[config.mk]
export PLATFORM = sky130hd
export DESIGN_NAME = siso_shift_ctrl
export DESIGN_NICKNAME = d
export VERILOG_FILES = /design/src/rtl/siso_shift_ctrl.sv
export SDC_FILE = /design/constraint.sdc
export NUM_CORES = 1
export LEC_CHECK = 0
export BUFFER_PORTS_ARGS = -buffer_cell sky130_fd_sc_hd__buf_2
export CAP_MARGIN = 5
export CORE_UTILIZATION = 46
export CTS_CLUSTER_DIAMETER = 100
export DETAILED_ROUTE_END_ITERATION = 12
export GPL_TIMING_DRIVEN = 0
export PLACE_DENSITY = 0.73
export SLEW_MARGIN = 20
export SYNTH_ARGS = -nofsm -noshare
export SYNTH_HDL_FRONTEND = slang
export SYNTH_SLANG_ARGS = --single-unit
export TNS_END_PERCENT = 20
[constraint.sdc]
create_clock -name clk -period 1.4 [get_ports clk]
set_input_delay 0.07 -clock clk [delete_from_list [all_inputs] [get_ports clk]]
set_output_delay 0.07 -clock clk [all_outputs]
set_load 0.005 [all_outputs]
[src/rtl/siso_shift_ctrl.sv]
// siso_shift_ctrl: valid/ready-fed sequencer for a WIDTH-bit serial-in/serial-out shift register.
// Define SISO_SHIFT_CTRL_PARITY_EN to append an even-parity bit period to every word.
module siso_shift_ctrl #(
  parameter int unsigned WIDTH = 4,
  parameter int unsigned DIV   = 1
) (
  input  logic             clk,
  input  logic             rst_n,
  input  logic [WIDTH-1:0] tx_data,
  input  logic             tx_valid,
  output logic             tx_ready,
  input  logic             abort,
  input  logic             sin,
  output logic             sout,
  output logic [WIDTH-1:0] rx_data,
  output logic             rx_valid,
  output logic             busy,
  output logic             rx_perr
);

  localparam int unsigned CNT_W = $clog2(WIDTH + 1);
  localparam int unsigned DIV_W = (DIV > 1) ? $clog2(DIV) : 1;
`ifdef SISO_SHIFT_CTRL_PARITY_EN
  localparam int unsigned LAST_BIT = WIDTH;
`else
  localparam int unsigned LAST_BIT = WIDTH - 1;
`endif

  typedef enum logic [1:0] {
    S_IDLE  = 2'd0,
    S_SHIFT = 2'd1,
    S_DONE  = 2'd2
  } state_t;

  state_t           state;
  logic [WIDTH-1:0] shreg;
  logic [CNT_W-1:0] bit_cnt;
  logic [DIV_W-1:0] div_cnt;

  logic             tick;
  logic             last_bit;
  logic             data_phase;
  logic             accept;
  logic             finish;
  logic [WIDTH-1:0] shifted;
  logic [WIDTH-1:0] rx_word;
  logic             next_sout;

  assign tick       = (div_cnt == DIV_W'(DIV - 1));
  assign last_bit   = (bit_cnt == CNT_W'(LAST_BIT));
  assign data_phase = (bit_cnt < CNT_W'(WIDTH));
  assign accept     = (state == S_IDLE) && tx_valid && tx_ready;
  assign finish     = (state == S_SHIFT) && !abort && tick && last_bit;

  // The outgoing MSB drops off the top; sin enters at the bottom.
  assign shifted = WIDTH'({shreg, sin});

`ifdef SISO_SHIFT_CTRL_PARITY_EN
  logic tx_par;

  // Data is complete in shreg before the parity period, so it is captured unshifted.
  assign rx_word   = shreg;
  assign next_sout = (bit_cnt == CNT_W'(WIDTH - 1)) ? tx_par : shifted[WIDTH-1];

  always_ff @(posedge clk or negedge rst_n) begin
    if (!rst_n) begin
      tx_par  <= 1'b0;
      rx_perr <= 1'b0;
    end else begin
      if (accept) begin
        tx_par <= ^tx_data;
      end
      if (finish) begin
        rx_perr <= sin ^ (^shreg);
      end
    end
  end
`else
  assign rx_word   = shifted;
  assign next_sout = shifted[WIDTH-1];
  assign rx_perr   = 1'b0;
`endif

  // Transfer sequencer with registered handshake and serial outputs.
  always_ff @(posedge clk or negedge rst_n) begin
    if (!rst_n) begin
      state    <= S_IDLE;
      shreg    <= '0;
      bit_cnt  <= '0;
      div_cnt  <= '0;
      tx_ready <= 1'b1;
      sout     <= 1'b0;
      rx_data  <= '0;
      rx_valid <= 1'b0;
      busy     <= 1'b0;
    end else begin
      rx_valid <= 1'b0;
      case (state)
        S_IDLE: begin
          if (accept) begin
            shreg    <= tx_data;
            bit_cnt  <= '0;
            div_cnt  <= '0;
            sout     <= tx_data[WIDTH-1];
            tx_ready <= 1'b0;
            busy     <= 1'b1;
            state    <= S_SHIFT;
          end
        end
        S_SHIFT: begin
          if (abort) begin
            sout     <= 1'b0;
            tx_ready <= 1'b1;
            busy     <= 1'b0;
            state    <= S_IDLE;
          end else if (tick) begin
            div_cnt <= '0;
            if (data_phase) begin
              shreg   <= shifted;
              bit_cnt <= bit_cnt + CNT_W'(1);
            end
            if (last_bit) begin
              sout     <= 1'b0;
              rx_data  <= rx_word;
              rx_valid <= 1'b1;
              state    <= S_DONE;
            end else begin
              sout <= next_sout;
            end
          end else begin
            div_cnt <= div_cnt + DIV_W'(1);
          end
        end
        S_DONE: begin
          tx_ready <= 1'b1;
          busy     <= 1'b0;
          state    <= S_IDLE;
        end
        default: begin
          sout     <= 1'b0;
          tx_ready <= 1'b1;
          busy     <= 1'b0;
          state    <= S_IDLE;
        end
      endcase
    end
  end

endmodule

==> summary.md <==
| Metric | Value |
|---|---|
| Crit Path Max Fanout | `4` |
| Status | `complete, but fails checks` |
| Critical path's slowest cell | `dfrtp_1` |
| Root Driver | `clkbuf_4` |
| RSZ-0062 raised after global routing | `true` |
| Total Wirelength | `approximately 1600 um` |
| Antenna violations before repair | `0` |
| IO Count | `18` |
| Worst path max stage delay | `around 0.44 ns` |
| Crit start category | `register` |
| Crit end category | `register` |
| Count of cell types in the netlist | `27` |
| WP data required | `between 1.5 and 2 ns` |
| R2R depth | `5` |
| Mapped Cells | `60` |
| Arr. time, crit path | `~1.7 ns` |
| Critical path depth | `5` |
| Inst Count DP | `approximately 90` |
| DRC violations left | `0` |
| CTS H-tree depth | `1` |
| Total Routing Usage GR | `around a fifth` |
| Hold Path Cell Cnt | `2` |
| Setup TNS Final | `-0.629 ns` |
| Cell area after placement | `between 900 and 1000 um^2` |
| Final instance area | `around 1000 um^2` |
| Ratio of cells with drive above 1 in the final layout | `a little over half` |
| Drt wl/cell | `15.4 um` |
| Global route overflow | `0` |
| Failing checks | `setup timing` |
| Final hold violations | `0` |
| Post-synthesis register bit count | `16` |
| Crit path max-delay family | `flip-flops` |
| Antenna diodes | `0` |
| Max_cap viols | `0` |
| Ys Warns | `0` |
| Post-detail-place hpwl | `a little under 1000 um` |
| Worst-Skew Late Latency | `approximately 0.28 ns` |
| Longest Clk Path Bufs | `2` |
| Post-place setup slack | `-0.204 ns` |
| Avg Cell Area, Syn | `~13 um^2` |
| Post-Syn Area | `around 800 um^2` |
| Final core occ | `between 60% and 70%` |
| Largest net degree at the start of global routing | `17` |
| Mux cell area share after synthesis | `between 10% and 20%` |
| Total number of vias | `between 500 and 600` |
| DRT antenna net count | `0` |
| Final min period | `about 1.5 ns` |
| DR iter-0 viols | `2` |
| Vias per inst | `about 5.3` |
| Max VDD drop | `between 0.5 and 0.6 mV` |
| Register area share after synthesis | `about half` |
| Syn_nets | `between 70 and 80` |
| NumNets Final | `98` |
| Initial Utilization | `between 50 and 60%` |
| Power per cell area | `~770 nW/um^2` |
| CP dominant cell by count | `ha_4` |
| Die Y | `around 43 um` |
| First-pass GRT wire length | `2570 um` |
| Core area | `1540 um^2` |
| Largest family of logic cells by synthesized area | `multiplexers` |
| Chip width | `~43 um` |
| Crit path kind | `reg -> reg` |
| Max Transition Viols Final | `0` |
| LEAKAGE | `roughly 0.52 nW` |
| Hold/Removal Path Class | `in -> reg` |
| CTS tree | `yes` |
| Compound-Gate Fraction of Synth Area | `under 10%` |
| TritonRoute pass-1 iters | `2` |
| F_max | `approximately 660 MHz` |
| P&R area growth vs syn | `33.0%` |
| CTS sink count | `16` |
| Skew final | `roughly 0.0020 ns` |
| Number of global-route vias before repair | `between 500 and 600` |
| Synth Area in XOR/XNOR | `0%` |
| Buf+Inv Stages, Crit Path | `1` |
| Number of buffers added on ports | `16` |
| Number of fill cells | `117` |
| Final setup viols | `10` |
| Num CTS Buffers | `3` |
| Synth Area in Simple Gates | `between 10% and 20%` |
| Cell Chain, Critical Path | `ha_4 -> ha_4 -> nor3b_4 -> buf_6 -> mux2_4` |
| Synth Area in Adders | `3.20%` |
| DIE AREA | `1870 um^2` |
| Row cnt | `14` |
| Final WS setup | `-0.106 ns` |
| Reg clk slew, reported paths | `0.09 ns` |
| Final period utilization | `108%` |
| Non-Filler Instances | `about 100` |
| GPL Wtd Cong | `a little over 0.7` |
==> sequential cells by signal (all words and copies together), names as in the netlist <==
| signal | flops |
|---|---|
| sout | 1 |
| state | 2 |
| shreg | 3 |
| tx_ready | 1 |
| rx_data | 4 |
| busy | 1 |
| rx_valid | 1 |
| bit_cnt | 3 |
==> logic make-up (layout without fill, tap and decap cells) <==
| family | after synthesis | after routing |
|---|---|---|
| flops | 16 | 16 |
| simple gates | 15 | 15 |
| mux | 13 | 13 |
| compound gates | 8 | 8 |
| buf+inv | 5 | 31 |
| fa+ha+maj | 2 | 2 |
| other cells | 1 | 1 |
==> timing repair <==
item	4_1_cts	5_1_grt
pin swaps	3	3
cloned	0	0
resized for setup	10	0
endpoints found under the setup margin	10	11
hold endpoints to repair	16	0
hold buffers	1	0
buffers inserted	4	1
==> cell usage in the layout, fill, tap and decap left out, drive strengths merged <==
| cell type | Yosys | routed |
|---|---|---|
| nor2 | 2 | 2 |
| or3 | 1 | 1 |
| mux2i | 2 | 2 |
| mux2 | 11 | 11 |
| or2 | 1 | 1 |
| nor3b | 2 | 2 |
| a21oi | 3 | 3 |
| a2bb2oi | 1 | 1 |
| ha | 2 | 2 |
| dlygate4sd3 | 0 | 1 |
| o32ai | 1 | 1 |
| dfrtp | 15 | 15 |
| conb | 1 | 1 |
| dfstp | 1 | 1 |
| inv | 3 | 3 |
| nand2b | 2 | 2 |
| nor2b | 3 | 3 |
| o21ai | 1 | 1 |
| buf | 2 | 23 |
| o22ai | 1 | 1 |
| nand2 | 2 | 2 |
| clkbuf | 0 | 4 |
| o22a | 1 | 1 |
| nand3b | 1 | 1 |
| or4b | 1 | 1 |
==> routing by layer <==
layer / vias up / wire (um) / part of all wire (%) / GRT usage, %
met1: 255 / 716 / 46 / 25.8
met5: - / 0 / 0 / 0
met2: 18 / 764 / 49 / 29.3
met3: 4 / 62 / 3.9 / 3.83
li1: 262 / - / - / -
met4: 0 / 30 / 1.9 / 12.1
==> worst paths after layout <==
kind	start	endpoint	slack, ns
min	sin	rx_data[0]	0.03
max	bit_cnt[0]	rx_data[3]	-0.11
min in group asynchronous	rst_n	sout	0.23
max in group asynchronous	rst_n	tx_ready	0.86
min reg2reg	rx_data[1]	rx_data[1]	0.51
max reg2reg	bit_cnt[0]	rx_data[3]	-0.11
==> report_power, final <==
group / switching, mW / internal (mW)
clock: 0.146 / 0.158
sequential: 0 / 0.462
combinational: 0.0167 / 0.0164
total: 0.163 / 0.637
==> Yosys cell counts (all sizes together) <==
cell	n	share of area [%]
dfrtp	15	48
mux2	11	16
a21oi	3	1.9
inv	3	1.4
nor2b	3	2.7
buf	2	1.6
ha	2	3.2
mux2i	2	2.6
nand2	2	0.96
nand2b	2	2.6
nor2	2	0.96
nor3b	2	3.4
a2bb2oi	1	1.1
conb	1	0.48
dfstp	1	3.4
nand3b	1	0.96
o21ai	1	0.64
o22a	1	1.1
o22ai	1	0.80
o32ai	1	3.5
or2	1	0.80
or3	1	0.80
or4b	1	1.3
==> cell type report <==
type | count | area (um^2) | area share [%]
buffer | 2 | 18.8 | 1.81
clock buffer | 4 | 36.3 | 3.49
multi-input combinational | 39 | 419 | 40.3
sequential | 16 | 403 | 38.7
tap | 16 | 20.0 | 1.93
inverter | 3 | 11.3 | 1.08
timing repair buffer | 22 | 131 | 12.6
==> metrics by stage <==
| step | power [mW] | hold slack, ns |
|---|---|---|
| CTS | 0.807 | 0.0267 |
| finish | 0.799 | 0.0314 |
| global route | 0.825 | 0.0252 |
| detailed placement | 0.502 | 0.00183 |
| floorplan | 0.480 | -0.226 |
| global placement | 0.502 | -0.0000504 |
No activity file was read; power rests on OpenSTA's default activity.
